[src/rtl/regfile_dump.sv]
// Debug read-out engine: walks register addresses 0..NUM_REGS-1 and streams each
// 32-bit word as four bytes, MSB first. Define REGDUMP_CHECKSUM_EN for a trailing XOR byte.
module regfile_dump #(
    parameter int NUM_REGS = 32,
    parameter int ADDR_W   = 5
) (
    input  logic              clk,
    input  logic              reset,
    input  logic              StartIn,
    output logic [ADDR_W-1:0] RAddrOut,
    input  logic [31:0]       RDataIn,
    output logic [7:0]        ByteOut,
    output logic              ByteValidOut,
    input  logic              ByteReadyIn,
    output logic              BusyOut,
    output logic              DoneOut
);

    typedef enum logic [2:0] {
        S_IDLE = 3'd0,
        S_ADDR = 3'd1,
        S_LOAD = 3'd2,
        S_SEND = 3'd3,
`ifdef REGDUMP_CHECKSUM_EN
        S_CSUM = 3'd4,
`endif
        S_DONE = 3'd5
    } state_t;

    localparam logic [ADDR_W-1:0] LAST_ADDR = ADDR_W'(NUM_REGS - 1);

    state_t            r_state;
    logic [ADDR_W-1:0] r_cnt;
    logic [31:0]       r_shift;
    logic [1:0]        r_idx;
    logic [7:0]        r_byte;
    logic              r_valid;
    logic              r_busy;
    logic              r_done;

    state_t            w_state_nxt;
    logic [ADDR_W-1:0] w_cnt_nxt;
    logic [31:0]       w_shift_nxt;
    logic [1:0]        w_idx_nxt;
    logic [7:0]        w_byte_nxt;
    logic              w_valid_nxt;
    logic              w_xfer;

`ifdef REGDUMP_CHECKSUM_EN
    logic [7:0]        r_csum;
    logic [7:0]        w_csum_nxt;
`endif

    // r_valid mirrors SEND/CSUM, so a transfer never depends on ready combinationally.
    assign w_xfer = r_valid & ByteReadyIn;

    // Next-state and datapath logic; outputs are computed from the next state so they register cleanly.
    always_comb begin
        w_state_nxt = r_state;
        w_cnt_nxt   = r_cnt;
        w_shift_nxt = r_shift;
        w_idx_nxt   = r_idx;
`ifdef REGDUMP_CHECKSUM_EN
        w_csum_nxt  = r_csum;
`endif
        case (r_state)
            S_IDLE: begin
                if (StartIn) begin
                    w_state_nxt = S_ADDR;
                    w_cnt_nxt   = {ADDR_W{1'b0}};
`ifdef REGDUMP_CHECKSUM_EN
                    w_csum_nxt  = 8'h00;
`endif
                end else begin
                    w_state_nxt = S_IDLE;
                end
            end
            S_ADDR: begin
                w_state_nxt = S_LOAD;
            end
            S_LOAD: begin
                w_shift_nxt = RDataIn;
                w_idx_nxt   = 2'd0;
                w_state_nxt = S_SEND;
            end
            S_SEND: begin
                if (w_xfer) begin
                    w_shift_nxt = {r_shift[23:0], 8'h00};
                    w_idx_nxt   = r_idx + 2'd1;
`ifdef REGDUMP_CHECKSUM_EN
                    w_csum_nxt  = r_csum ^ r_shift[31:24];
`endif
                    if (r_idx == 2'd3) begin
                        if (r_cnt == LAST_ADDR) begin
`ifdef REGDUMP_CHECKSUM_EN
                            w_state_nxt = S_CSUM;
`else
                            w_state_nxt = S_DONE;
`endif
                        end else begin
                            w_cnt_nxt   = r_cnt + ADDR_W'(1);
                            w_state_nxt = S_ADDR;
                        end
                    end else begin
                        w_state_nxt = S_SEND;
                    end
                end else begin
                    w_state_nxt = S_SEND;
                end
            end
`ifdef REGDUMP_CHECKSUM_EN
            S_CSUM: begin
                if (w_xfer) begin
                    w_state_nxt = S_DONE;
                end else begin
                    w_state_nxt = S_CSUM;
                end
            end
`endif
            S_DONE: begin
                w_state_nxt = S_IDLE;
            end
            default: begin
                w_state_nxt = S_IDLE;
            end
        endcase

        case (w_state_nxt)
            S_SEND: begin
                w_valid_nxt = 1'b1;
                w_byte_nxt  = w_shift_nxt[31:24];
            end
`ifdef REGDUMP_CHECKSUM_EN
            S_CSUM: begin
                w_valid_nxt = 1'b1;
                w_byte_nxt  = w_csum_nxt;
            end
`endif
            default: begin
                w_valid_nxt = 1'b0;
                w_byte_nxt  = 8'h00;
            end
        endcase
    end

    // State, datapath and output registers with synchronous reset taking priority.
    always_ff @(posedge clk) begin
        if (reset) begin
            r_state <= S_IDLE;
            r_cnt   <= {ADDR_W{1'b0}};
            r_shift <= 32'h0000_0000;
            r_idx   <= 2'd0;
            r_byte  <= 8'h00;
            r_valid <= 1'b0;
            r_busy  <= 1'b0;
            r_done  <= 1'b0;
`ifdef REGDUMP_CHECKSUM_EN
            r_csum  <= 8'h00;
`endif
        end else begin
            r_state <= w_state_nxt;
            r_cnt   <= w_cnt_nxt;
            r_shift <= w_shift_nxt;
            r_idx   <= w_idx_nxt;
            r_byte  <= w_byte_nxt;
            r_valid <= w_valid_nxt;
            r_busy  <= (w_state_nxt != S_IDLE);
            r_done  <= (w_state_nxt == S_DONE);
`ifdef REGDUMP_CHECKSUM_EN
            r_csum  <= w_csum_nxt;
`endif
        end
    end

    assign RAddrOut     = r_cnt;
    assign ByteOut      = r_byte;
    assign ByteValidOut = r_valid;
    assign BusyOut      = r_busy;
    assign DoneOut      = r_done;

endmodule

[config.mk]
export PLATFORM = sky130hd
export DESIGN_NAME = regfile_dump
export DESIGN_NICKNAME = d
export VERILOG_FILES = /design/src/rtl/regfile_dump.sv
export SDC_FILE = /design/constraint.sdc
export NUM_CORES = 1
export LEC_CHECK = 0
export CORE_MARGIN = 2
export CORE_UTILIZATION = 38
export DETAILED_ROUTE_END_ITERATION = 12
export PLACE_DENSITY = 0.63
export SYNTH_ARGS = -nofsm -noshare
export SYNTH_HDL_FRONTEND = slang
export SYNTH_SLANG_ARGS = --single-unit
[constraint.sdc]
create_clock -name clk -period 2.75 [get_ports clk]
set_input_delay 0.4125 -clock clk [delete_from_list [all_inputs] [get_ports clk]]
set_output_delay 0.4125 -clock clk [all_outputs]
set_load 0.01 [all_outputs]
Yosys cells after proc, flatten, opt, wreduce, memory -nomap -nowiden
Index checks and enable logic that the tools add are counted.

Flip-flop bits (word level): 53. Bits of input ports: 36. Output and inout bits: 16.

Add/subtract/negate cells: 2. Equal/unequal tests: 11. Mux-type cells: 15. Bitwise gates (word level): 2. Reduce and logical (&&, ||, !) cells: 7.

Operator list (number): $pmux W32 S2 (1); $mux W32 (1); $mux W5 (4); $pmux W3 S4 (1); $pmux W5 S2 (1); $eq A3 B2 Y1 const B (3); $mux W3 (3); $ne A2 B2 Y1 const B (4); $add A5 B1 Y5 const B (1); $eq A5 B5 Y1 const B (1); $reduce_and A5 Y1 (1); $pmux W2 S2 (1); $reduce_bool A2 Y1 (2); $eq A3 B1 Y1 const B (1); $eq A3 B3 Y1 const B (1); $logic_not A3 Y1 (1); $reduce_bool A3 Y1 (1); $add A2 B1 Y2 const B (1); $eq A2 B2 Y1 const B (1); $mux W1 (2); $mux W2 (1); $reduce_and A2 Y1 (1); $reduce_or A2 Y1 (1); $and A1 B1 Y1 (1); $not A1 Y1 (1).

Logic depth before layout (Yosys ltp)
Depth after elaboration: 8. Depth in mapped cells: 5.

Worst setup path before layout
No wires, ideal clock.

Path type: register -> register. Start point: reg r_cnt[0], in the netlist RAddrOut[0]. End point: reg r_cnt[2], in the netlist RAddrOut[2]. Setup time: 73 ps. Arrival time: 1644 ps. Path slack: 1032 ps. Stages on the path, launching flop included: 6. Buffers on the path: 0. Cells stage by stage: dfxtp_1 ha_1 and3_1 ha_1 or4_4 o211ai_2.

Word-level cells in the longest chain between the ends: 5. Elaborated cells between the ends (all ways): 8. Classes of those cells: add/sub: 1; eq/ne: 2; mux: 4; reduce/logical: 1.

Ends and longest elaborated chain: from (decl) (line 33) `logic [ADDR_W-1:0] r_cnt;`; from (signal assigned) (line 150) `r_cnt <= {ADDR_W{1'b0}};`; from (signal assigned) (line 162) `r_cnt <= w_cnt_nxt;`; $add A5 B1 Y5 (line 101) `w_cnt_nxt = r_cnt + ADDR_W'(1);`; $mux W5 (line 94) `if (r_cnt == LAST_ADDR) begin`; $mux W5 (line 93) `if (r_idx == 2'd3) begin`; $mux W5 (line 87) `if (w_xfer) begin`; $pmux W5 S2 (line 66) `case (r_state)`.

Several ways; a longest one is shown, not always the timed one. The select of a mux whose other input is x is not followed. A chain may end at the register's enable or synchronous reset.

Worst setup path in the final report
Same ends and word-level chain as after synthesis.

==> flow_metrics.env <==
export IMPL_synth_ff_latch_count=53
export IMPL_timing_critical_path_from_type="flop"
export IMPL_critical_path_most_common_cell="sky130_fd_sc_hd__ha_1"
export IMPL_synth_seq_area_share=0.467
export IMPL_fin_setup_tns_ns=0
export IMPL_timing_hold_violations_final=0
export IMPL_min_path_cells=2
export IMPL_drt_vias_per_instance=5.39
export IMPL_fin_util=0.491
export IMPL_placementRows=28
export IMPL_path_cells="ha_1 > and3_1 > ha_1 > or4_4 > o211ai_2"
export IMPL_gr_total_overflow=0
export IMPL_cts_buffer_depth=2
export IMPL_drtIter0Drc=85
export IMPL_r2r_end="RAddrOut[2]$_SDFFE_PP0P_"
export IMPL_port_buffers=51
export IMPL_max_cap_violations=0
export IMPL_cts_root_buf="sky130_fd_sc_hd__clkbuf_8"
export IMPL_die_w_um=81.3
export IMPL_slew_violations=0
export IMPL_yosys_warnings=0
export IMPL_async_flop_share=0
export IMPL_grt_max_degree=40
export IMPL_fill_cells=573
export IMPL_crit_fanout=6
export IMPL_worst_r2r_cell_count=5
export IMPL_slowest_stage="sky130_fd_sc_hd__or4_4"
export IMPL_worst_ep_arrival_time_ns=2.03
export IMPL_clock_skew_ns=0.00699
export IMPL_worst_path_stages=5
export IMPL_vdd_ir_drop_max_mv=0.221
export IMPL_synth_edff_count=0
export IMPL_synth_cell_type_count=38
export IMPL_timing_final_crit_share=0.651
export IMPL_netlist_instances=233
export IMPL_crit_required_ns=2.99
export IMPL_pwr_dens_nw_per_um2=500
export IMPL_timing_worst_slew_pin_value_ns=0.485
export IMPL_remaining_drc_errors=0
export IMPL_number_of_antenna_violations_at_the_first_check_in_global_routing=0
export IMPL_grt_use_total=0.164
export IMPL_number_of_nets_in_the_final_layout=315
export IMPL_power_total_w=0.00144
export IMPL_area_growth_synth_to_final_pct=26.6
export IMPL_synth_avg_cell_area_um2=9.75
export IMPL_timing_reg2reg_setup_slack_ns=0.96
export IMPL_floorplan_die_height_um=81.3
export IMPL_period_needed_ns=1.79
export IMPL_min_delay_worst_endpoint="r_shift[3]$_SDFFE_PP0P_"
export IMPL_drt_pass1_iterations=4
export IMPL_timing_worst_setup_path_type="flop to flop"
export IMPL_end_kind="flop"
export IMPL_antenna_cells_inserted=0
export IMPL_num_io_pins=52
export IMPL_cts_htree_levels=2
export IMPL_ant_nets=0
export IMPL_critical_path_startpoint="RAddrOut[0]$_SDFFE_PP0P_"
export IMPL_number_of_global_route_vias_before_repair=1806
export IMPL_placeableCoreArea_um2=5850
export IMPL_layout_commonest_cell="sky130_fd_sc_hd__dfxtp_1"
export IMPL_rsz0062_at_grt="false"
export IMPL_insertion_delay_ns=0.30
export IMPL_run_status="completed"
export IMPL_placement_setup_worst_slack_ns=0.735
export IMPL_drive_above_1_share=0.108
export IMPL_cts_sinks=53
export IMPL_buffer_and_inverter_count_on_the_worst_path=0
export IMPL_timing_final_setup_violations=0
export IMPL_total_setup_buffers_inserted_after_cts=0
export IMPL_syn_cell_area_um2=2270
export IMPL_relSlewSlack=0.677
export IMPL_slowest_delay_ns=0.56
export IMPL_postCtsResizedCells=0
export IMPL_die_area_um2=6610
export IMPL_finalWirelength_mm=5.12
export IMPL_cts_reportedPaths_clkPinSlew_ns=0.09
export IMPL_cp_top_family="simple AND/OR/NAND/NOR gates"
export IMPL_gpl_final_weighted_congestion=0.797
export IMPL_min_path_type="flop to flop"
export IMPL_vias=1897
export IMPL_cts_made_buffers=5
export IMPL_commonest_non_fill_non_tap_cells_in_the_layout="sky130_fd_sc_hd__dfxtp_1, sky130_fd_sc_hd__clkdlybuf4s50_1, sky130_fd_sc_hd__a21oi_1"
export IMPL_place_hpwl_mm=3.32
export IMPL_synth_main_ff_cell="sky130_fd_sc_hd__dfxtp_1"
export IMPL_tritoncts="yes"
export IMPL_regToRegStartpoint="RAddrOut[0]$_SDFFE_PP0P_"
export IMPL_setup_ws_ns=0.958
export IMPL_floorplan_initialDensity=0.388
export IMPL_p_leak_nw=0.978
export IMPL_cts_hold_buffers=0
export IMPL_fmaxAchievable_mhz=558
export IMPL_first_pass_grt_wire_length_mm=8.49
export IMPL_wl_per_cell_um=14.6
export IMPL_min_from="r_shift[3]$_SDFFE_PP0P_"
export IMPL_syn_num_nets=272
-- flip-flops by register name, summed over array words and instances, names as in the netlist --
signal        flops
r_shift          32
ByteOut           8
RAddrOut          5
r_state           3
r_idx             2
BusyOut           1
ByteValidOut      1
DoneOut           1
-- worst max-delay path by stage --
stage | to | slack (ns)
after global placement | ByteOut[5]$_SDFF_PP0_ | 0.74
final | RAddrOut[2]$_SDFFE_PP0P_ | 0.96
after floorplan | RAddrOut[2]$_SDFFE_PP0P_ | 1.03
after CTS | RAddrOut[2]$_SDFFE_PP0P_ | 0.95
after detailed placement | ByteOut[0]$_SDFF_PP0_ | 0.74
after global routing | RAddrOut[3]$_SDFFE_PP0P_ | 0.87
-- cell usage after synthesis, drive strengths merged, types with 3 or more instances --
| master | number | share of area |
|---|---|---|
| mux2i | 3 | 0.013 |
| ha | 3 | 0.017 |
| a32oi | 24 | 0.099 |
| buf | 10 | 0.039 |
| clkbuf | 12 | 0.020 |
| dfxtp | 53 | 0.47 |
| a21oi | 43 | 0.11 |
| nand3 | 3 | 0.0066 |
| nor2b | 3 | 0.0083 |
| nand2 | 11 | 0.018 |
| a22oi | 4 | 0.013 |
| nand2b | 4 | 0.014 |
| and3 | 4 | 0.011 |
| o21ai | 29 | 0.064 |
| and2 | 4 | 0.011 |
-- layout make-up --
class / count / area, um^2 / share of cell area
multi-input combinational: 156 / 1070 / 0.372
tap: 75 / 93.8 / 0.0327
inverter: 2 / 7.51 / 0.00261
timing repair buffer: 58 / 563 / 0.196
sequential: 53 / 1060 / 0.369
clock buffer: 8 / 80.1 / 0.0279
-- tightest hold or removal path, delay by kind of cell (launching register included) --
family	cells	cell delay (ns)
AOI/OAI and AO/OA	2	0.12
DFF	1	0.31
-- cells by family (layout without fill, tap and decap cells) --
group,count (synthesis),after routing,share of synthesized area
compound gates,109,109,0.321
flops,53,53,0.467
simple gates,41,41,0.120
buf+inv,24,68,0.0623
fa+ha+maj,3,3,0.0165
mux,3,3,0.0132
-- through the flow --
step	cell area (um^2)	hold WS, ns	std cells
2_1_floorplan	2270	0.445	233
3_3_place_gp	2790	0.463	344
3_5_place_dp	2790	0.468	344
4_1_cts	2870	0.481	352
5_1_grt	2870	0.505	352
6_report	2870	0.481	352
-- where the power goes --
group	internal, W	switching (W)	leakage (nW)
logic	0.0000949	0.000107	0.507
clock network	0.000181	0.000237	0.0395
registers	0.000800	0.0000180	0.431
total	0.00108	0.000362	0.978
-- per-layer routing --
layer	GRT usage	routed length, um	vias to the layer above
li1	-	-	968
met1	0.225	2560	886
met2	0.257	2290	37
met3	0.0422	217	6
met4	0.0407	59	0
met5	0	0	-
No activity file was read; power rests on OpenSTA's default activity.
